==> config.mk <==
export PLATFORM = sky130hd
export DESIGN_NAME = fir_wl_sched
export DESIGN_NICKNAME = d
export VERILOG_FILES = /design/src/rtl/fir_wl_pkg.sv /design/src/rtl/fir_wl_regfile.sv /design/src/rtl/fir_wl_sched.sv
export SDC_FILE = /design/constraint.sdc
export NUM_CORES = 1
export LEC_CHECK = 0
export ABC_CLOCK_PERIOD_IN_PS = 11860
export BUFFER_PORTS_ARGS = -buffer_cell sky130_fd_sc_hd__buf_2
export CAP_MARGIN = 30
export CORE_MARGIN = 10
export CORE_UTILIZATION = 60
export DETAILED_ROUTE_END_ITERATION = 8
export PLACE_DENSITY = 0.89
export SETUP_SLACK_MARGIN = 0.2
export SLEW_MARGIN = 20
export SYNTH_ARGS = -nofsm -noshare
export SYNTH_HDL_FRONTEND = slang
export SYNTH_SLANG_ARGS = --single-unit
==> constraint.sdc <==
create_clock -name clk -period 11.86 [get_ports clk]
set_input_delay 1.779 -clock clk [delete_from_list [all_inputs] [get_ports clk]]
set_output_delay 1.779 -clock clk [all_outputs]
set_load 0.05 [all_outputs]
==> src/rtl/fir_wl_pkg.sv <==
// Shared types and constants for the FIR wordlength scheduler.
// Optional macro FIR_WL_SCHED_STALL_CNT_EN is consumed by fir_wl_sched only.
package fir_wl_pkg;
    localparam int N_TAPS   = 15;
    localparam int WL_W     = 8;
    localparam int MAX_FRAC = 16;
    localparam int DATA_W   = 12;
    localparam int ADDR_W   = 4;

    typedef logic [WL_W-1:0]   wl_t;
    typedef wl_t [N_TAPS-1:0]  wl_arr_t;
    typedef enum logic [1:0] {RUN, FLUSH, SWAP} sched_state_e;

    localparam wl_t     MAX_FRAC_WL = wl_t'(MAX_FRAC);
    localparam wl_arr_t WL_ARR_RST  = {N_TAPS{MAX_FRAC_WL}};

    function automatic wl_t clamp_wl(input wl_t d);
        return (d > MAX_FRAC_WL) ? MAX_FRAC_WL : d;
    endfunction
endpackage

==> src/rtl/fir_wl_regfile.sv <==
// Shadow/active wordlength registers: clamped writes, bad-address flag, swap strobe.
// Writes land in shadow next cycle; active only follows shadow on swap_i.
module fir_wl_regfile
    import fir_wl_pkg::*;
(
    input  logic                     clk,
    input  logic                     rst,
    input  logic                     wr_en_i,
    input  logic [ADDR_W-1:0]        wr_addr_i,
    input  logic [WL_W-1:0]          wr_data_i,
    input  logic                     swap_i,
    output logic                     err_o,
    output logic                     swap_done_o,
    output logic [N_TAPS*WL_W-1:0]   active_o
);
    wl_arr_t shadow_q, shadow_d, active_q;
    logic    err_q, swap_done_q;
    logic    bad_addr;

    assign bad_addr = wr_addr_i >= ADDR_W'(N_TAPS);

    always_comb begin
        shadow_d = shadow_q;
        for (int i = 0; i < N_TAPS; i++) begin
            if (wr_en_i && wr_addr_i == ADDR_W'(i)) begin
                shadow_d[i] = clamp_wl(wr_data_i);
            end
        end
    end

    always_ff @(posedge clk or posedge rst) begin
        if (rst) begin
            shadow_q    <= WL_ARR_RST;
            active_q    <= WL_ARR_RST;
            err_q       <= 1'b0;
            swap_done_q <= 1'b0;
        end else begin
            shadow_q    <= shadow_d;
            err_q       <= wr_en_i && bad_addr;
            swap_done_q <= swap_i;
            if (swap_i) begin
                active_q <= shadow_q;
            end
        end
    end

    assign err_o       = err_q;
    assign swap_done_o = swap_done_q;
    assign active_o    = active_q;
endmodule

==> src/rtl/fir_wl_sched.sv <==
// Wordlength scheduler: stalls the source and flushes the FIR for N_TAPS cycles, then swaps configs.
// Optional macro FIR_WL_SCHED_STALL_CNT_EN adds a saturating stall_cnt output.
module fir_wl_sched
    import fir_wl_pkg::*;
(
    input  logic                     clk,
    input  logic                     rst,
    input  logic                     cfg_valid,
    output logic                     cfg_ready,
    input  logic [ADDR_W-1:0]        cfg_addr,
    input  logic [WL_W-1:0]          cfg_data,
    input  logic                     cfg_commit,
    output logic                     cfg_err,
    input  logic                     src_valid,
    output logic                     src_ready,
    input  logic [DATA_W-1:0]        src_data,
    output logic                     fir_in_valid,
    output logic [DATA_W-1:0]        fir_data,
    output logic [N_TAPS*WL_W-1:0]   frac_wl,
    output logic                     busy,
`ifdef FIR_WL_SCHED_STALL_CNT_EN
    output logic [15:0]              stall_cnt,
`endif
    output logic                     swap_done
);
    localparam int CNT_W = $clog2(N_TAPS);

    sched_state_e     state_q;
    logic [CNT_W-1:0] cnt_q;
    logic             pending_q;
    logic             cfg_we;

    assign cfg_we = cfg_valid && cfg_ready;

    // Commits seen while flushing are merged into one pending commit.
    always_ff @(posedge clk or posedge rst) begin
        if (rst) begin
            state_q   <= RUN;
            cnt_q     <= '0;
            pending_q <= 1'b0;
        end else begin
            case (state_q)
                RUN: begin
                    if (pending_q || cfg_commit) begin
                        state_q   <= FLUSH;
                        cnt_q     <= CNT_W'(N_TAPS - 1);
                        pending_q <= 1'b0;
                    end
                end
                FLUSH: begin
                    if (cfg_commit) pending_q <= 1'b1;
                    if (cnt_q == '0) begin
                        state_q <= SWAP;
                    end else begin
                        cnt_q <= cnt_q - 1'b1;
                    end
                end
                SWAP: begin
                    if (cfg_commit) pending_q <= 1'b1;
                    state_q <= RUN;
                end
                default: state_q <= RUN;
            endcase
        end
    end

    assign src_ready    = (state_q == RUN);
    assign busy         = (state_q != RUN);
    assign cfg_ready    = (state_q != SWAP);
    assign fir_in_valid = src_ready && src_valid;
    assign fir_data     = src_ready ? src_data : '0;

    fir_wl_regfile u_regfile (
        .clk         (clk),
        .rst         (rst),
        .wr_en_i     (cfg_we),
        .wr_addr_i   (cfg_addr),
        .wr_data_i   (cfg_data),
        .swap_i      (state_q == SWAP),
        .err_o       (cfg_err),
        .swap_done_o (swap_done),
        .active_o    (frac_wl)
    );

`ifdef FIR_WL_SCHED_STALL_CNT_EN
    logic [15:0] stall_cnt_q;

    always_ff @(posedge clk or posedge rst) begin
        if (rst) begin
            stall_cnt_q <= '0;
        end else if (src_valid && !src_ready && stall_cnt_q != 16'hFFFF) begin
            stall_cnt_q <= stall_cnt_q + 16'd1;
        end
    end

    assign stall_cnt = stall_cnt_q;
`endif
endmodule
# ---- Word-level counts from Yosys, hierarchy flattened
# Cells that the tools add are included.
dict set report totals {
  regBits 249
  latchBits 0
  ramBits 0
  romBits 0
  inputBits 29
  out_inout_bits 138
  wordCells 99
  mem_count 0
}
dict set report op_classes {
  add_sub_neg 1
  multipliers 0
  div_mod_pow 0
  n_lt_le_gt_ge 2
  eq_ne 21
  shift 0
  mux 11
  bitwise 0
  n_reduce_logical 29
}
# operator n
set ops {}
lappend ops {{$eq 4x4->1 const B} 7}
lappend ops {{$logic_and 1x1->1} 18}
lappend ops {{$eq 4x3->1 const B} 4}
lappend ops {{$mux 12} 1}
lappend ops {{$eq 4x2->1 const B} 2}
lappend ops {{$gt 8x5->1 const B} 1}
lappend ops {{$logic_not 4->1} 2}
lappend ops {{$mux 4} 2}
lappend ops {{$mux 8} 1}
lappend ops {{$pmux 4 s2} 1}
lappend ops {{$ne 2x2->1 const B} 3}
lappend ops {{$reduce_and 3->1} 2}
lappend ops {{$reduce_bool 2->1} 3}
lappend ops {{$eq 4x1->1 const B} 1}
lappend ops {{$ge 4x4->1 const B} 1}
lappend ops {{$mux 2} 2}
lappend ops {{$ne 2x1->1 const B} 2}
lappend ops {{$pmux 2 s2} 1}
lappend ops {{$sub 4x1->4 const B} 1}
lappend ops {{$eq 2x1->1 const B} 1}
lappend ops {{$eq 2x2->1 const B} 1}
lappend ops {{$logic_not 2->1} 1}
lappend ops {{$mux 1} 2}
lappend ops {{$pmux 1 s2} 1}
lappend ops {{other kinds (3)} 3}

# ---- Longest topological paths before layout
dict set report depth {
  depth_word 4
  mapped_depth 7
}

# ---- Hierarchy
# A second synthesis with hierarchy kept.
dict set report unflattened {
  cells_unflattened 604
  area_unflattened_um2 9536.6
}
# module n_inst cells_per_inst area_each_um2 seq_area_each_um2
set modules_own_cells {}
lappend modules_own_cells {fir_wl_regfile 1 537 8961.1 6093.3}
lappend modules_own_cells {fir_wl_sched 1 67 575.6 175.2}

# ---- Worst setup path before layout
# OpenSTA, ideal clock, no wires.
dict set report synth_timing {
  path_type {input to output}
  from {input port src_data[0]}
  to {output port fir_data[0]}
  arrival_ps 2191
  required_time_ps 10081
  setup_slack_ps 7890
  path_stages 1
  path_buffers 0
  path_cell_list {and2_1}
}
dict set report synth_between {
  elab_chain_len 1
}
# element line
set synth_rtl {}
lappend synth_rtl {{start, declared} fir_wl_sched.sv:16} ;# input logic [DATA_W-1:0] src_data,
lappend synth_rtl {{$mux 12} fir_wl_sched.sv:71} ;# assign fir_data = src_ready ? src_data : '0;
lappend synth_rtl {{end, declared} fir_wl_sched.sv:18} ;# output logic [DATA_W-1:0] fir_data,
# No other way between the ends.

# ---- Worst setup path after layout
dict set report layout_timing {
  from {input port src_data[6]}
  to {output port fir_data[6]}
}
# Same word-level chain as after synthesis.

==> results.md <==
- Outcome: completed
- Flop pwr share: between 40 and 50%
- Fin crit period: about 4000 ps
- Ratio of final minimum period to clock period: about a third
- H-Tree Depth: 1
- Drt via density: 5.44
- Remaining global-route overflow: 0
- Drt total wl: ~21 mm
- Seq cells post-synth: between 200 and 250
- Cells after DPL: between 900 and 1000
- Yosys top cell by area: dfrtp_1
- Routing usage on met2: a little under a third
- Worst path arrival time: about 2200 ps
- DRC violations left: 0
- Max Freq: roughly 250 MHz
- Die width: around 150 um
- Critical R2R Capture: u_regfile.active_o[25]
- Kind of critical path: in2out
- Final Hold Violating Endpoints: 0
- CORE AREA: approximately 16000 um^2
- Clock share of power: roughly 31%
- Hold Path Depth: 1
- Switching Fraction: 34.0%
- Syn Nets: 642
- Average cell area after synthesis: ~16 um^2
- Comb pwr share: 27.5%
- Hold EP: u_regfile.shadow_q[85]
- CP max FO: 1
- Worst setup EP type: output pin
- Max Cap Violations: 0
- Met1 usage: between 20% and 30%
- Ports: between 150 and 200
- R2R Path Start: state_q[0]
- Hold Path Class: reg2reg
- Skew-Pair Late Insertion Delay: 510 ps
- Syn. warnings: 0
- Chip height: 146 um
- Row Count: 46
- Starting Density: roughly three fifths
- Least-Margin Pin Slew: 905 ps
- Largest net degree at the start of global routing: between 100 and 150
- P&R area growth vs syn: 19.2%
- Sum Neg Setup Slack: 0 ps
- Netlist Area Pre-Place: ~9600 um^2
- Critical path launch point type: input pin
- RSZ-0062 raised after global routing: no
- WP data required: 10080 ps
- First-pass DRT Iterations: 4
- Cts bufs inserted: 25
- Slew HR: 39.7%
- Post-synth EDFFs: 0
- CTS tree: yes
- First-pass GRT wire length: 34.0 mm
- Iter 0 DRT Violations: roughly 350
- Worst Hold Slack: 481 ps
- P_leak: 6.05 nW
- I/O Buffers: 166
- Max VDD drop: 0.170 mV
- WL per Instance: approximately 21 um
- Most area-consuming cells after synthesis: dfrtp_1 (57%), mux2_2 (21%), dfstp_2 (8.2%)
- Yosys cell types: between 40 and 50
- Fin cells: 1013
- Final setup vio count: 0
- Worst Reg-to-Reg Cells: 4
- Share of layout cells above drive strength 1: 55.9%
- Synth top area share: between 50% and 60%
- Power Dens Cells: ~220 nW/um^2
- Die area: roughly 21000 um^2
- Clock sinks: roughly 250
- Syn Inst Count: between 600 and 700
- Global-route usage over all layers: between 10% and 20%
- Async set-reset flop share out of synthesis: 100%
- Internal power: about 1.6 mW
- Clock-pin slew on the worst setup and hold paths: about 60 ps
- Via count: 5506
- Initial antenna violation count: 5
- CTS Buffer Depth: 3
- Vias in the first global route: about 6200
- Post_cts resized: 0
- Hold path start: u_regfile.shadow_q[85]
- # hold bufs at CTS: 0
- Final setup skew: about 14 ps
- NetSw: 0.840 mW
- Final nets: 810
- Post-CTS Setup Inserts: 0
- Max Slew Vio Count: 0
- Register area share after synthesis: around two thirds
- Reg2reg setup slack: 9150 ps
- CTS root buf: clkbuf_16
- DP HPWL: 14.1 mm
- Most used DFF post-synth: dfrtp_1
- GRT busiest layer: met2
- Met3 Use GR: around 6.8%
- GP Congestion: 0.759
- ANT nets after route: 0
[stage by stage]
stage | utilization (%) | instance area (um^2) | setup slack [ps] | total power [mW]
final | 72.4 | 11400 | 7850 | 2.47
after global routing | 72.4 | 11400 | 7760 | 2.57
after CTS | 72.1 | 11400 | 7830 | 2.49
after detailed placement | 66.9 | 10600 | 7840 | 1.71
after global placement | 66.9 | 10600 | 7850 | 1.68
after floorplan | - | 9570 | 3290 | 1.56
[how the worst max path moves through the flow]
stage	start	to	slack (ps)	cells after the start
2_1_floorplan	rst	cnt_q[0]	3290	1
3_3_place_gp	src_data[6]	fir_data[6]	7850	3
3_5_place_dp	src_data[3]	fir_data[3]	7840	3
4_1_cts	state_q[0]	cfg_ready	7830	4
5_1_grt	state_q[0]	cfg_ready	7760	4
6_report	src_data[6]	fir_data[6]	7850	3
[logic make-up (layout without fill, tap and decap cells)]
logic type / Yosys count / count (layout) / share of synthesized area [%]
and+or+nand+nor: 104 / 104 / 7.01
adders and majority gates: 5 / 5 / 0.654
DFF: 249 / 249 / 65.5
buffers and inverters: 37 / 223 / 2.00
AOI/OAI and AO/OA: 17 / 17 / 1.22
other: 0 / 3 / 0
muxes: 196 / 196 / 23.6
[cell usage in the layout (no fill, tap or decap), types with 3 or more instances in the layout]
master and instances:
a21oi_1 4, clkbuf_8 8, nand2_1 11, inv_1 7
buf_2 166, mux2_2 176, ha_1 4, o21ai_0 3
nor2_1 5, nand2_2 3, and3_1 3, mux2_4 15
mux2_1 5, or3_1 3, nor2b_1 19, buf_4 3
clkbuf_16 25, clkbuf_1 3, and2_1 47, diode_2 3
dfrtp_1 219, clkinv_2 7, dfstp_2 30
[layout make-up]
cell class                      count  area (um^2)
Sequential cell                   249         6270
Fill cell                        1028         4360
Multi-Input combinational cell    322         3130
Timing Repair Buffer              170          881
Clock buffer                       36          747
Tap cell                          216          270
Clock inverter                      9         72.6
Inverter                            8         37.5
Antenna cell                        3         7.51
[synthesized netlist by cell type, types with 2 or more instances]
| cell | count |
|---|---|
| a21oi_1 | 4 |
| and2_1 | 47 |
| and3_1 | 3 |
| and4bb_1 | 2 |
| buf_2 | 15 |
| buf_6 | 4 |
| clkbuf_1 | 9 |
| dfrtp_1 | 219 |
| dfstp_2 | 30 |
| ha_1 | 5 |
| inv_1 | 8 |
| mux2_1 | 5 |
| mux2_2 | 176 |
| mux2_4 | 15 |
| nand2_1 | 11 |
| nand2_2 | 3 |
| nor2_1 | 5 |
| nor2b_1 | 19 |
| nor4_1 | 2 |
| o21ai_0 | 3 |
| or3_1 | 3 |
[flip-flops by register name, summed over array words and instances (netlist names)]
signal,count
u_regfile.shadow_q,120
u_regfile.active_o,120
u_regfile.swap_done_o,1
cnt_q,4
state_q,2
u_regfile.err_o,1
pending_q,1
[critical path: stages]
cell	delay, ps
buf_2	70
and2_1	110
buf_2	270
[power groups by stage]
| stage | clock, mW | sequential [mW] | combinational (mW) |
|---|---|---|---|
| after floorplan | 0 | 1.21 | 0.352 |
| after global placement | 0 | 1.02 | 0.656 |
| after detailed placement | 0 | 1.03 | 0.682 |
| after CTS | 0.784 | 1.02 | 0.684 |
| after global routing | 0.824 | 1.03 | 0.719 |
| final | 0.774 | 1.02 | 0.680 |
[layer usage]
layer / wire [um] / up-vias
met5: 29 / -
met4: 269 / 4
met3: 1650 / 27
met2: 10000 / 179
met1: 9130 / 2850
li1: - / 2446
Power figures use the tool's default switching activity.
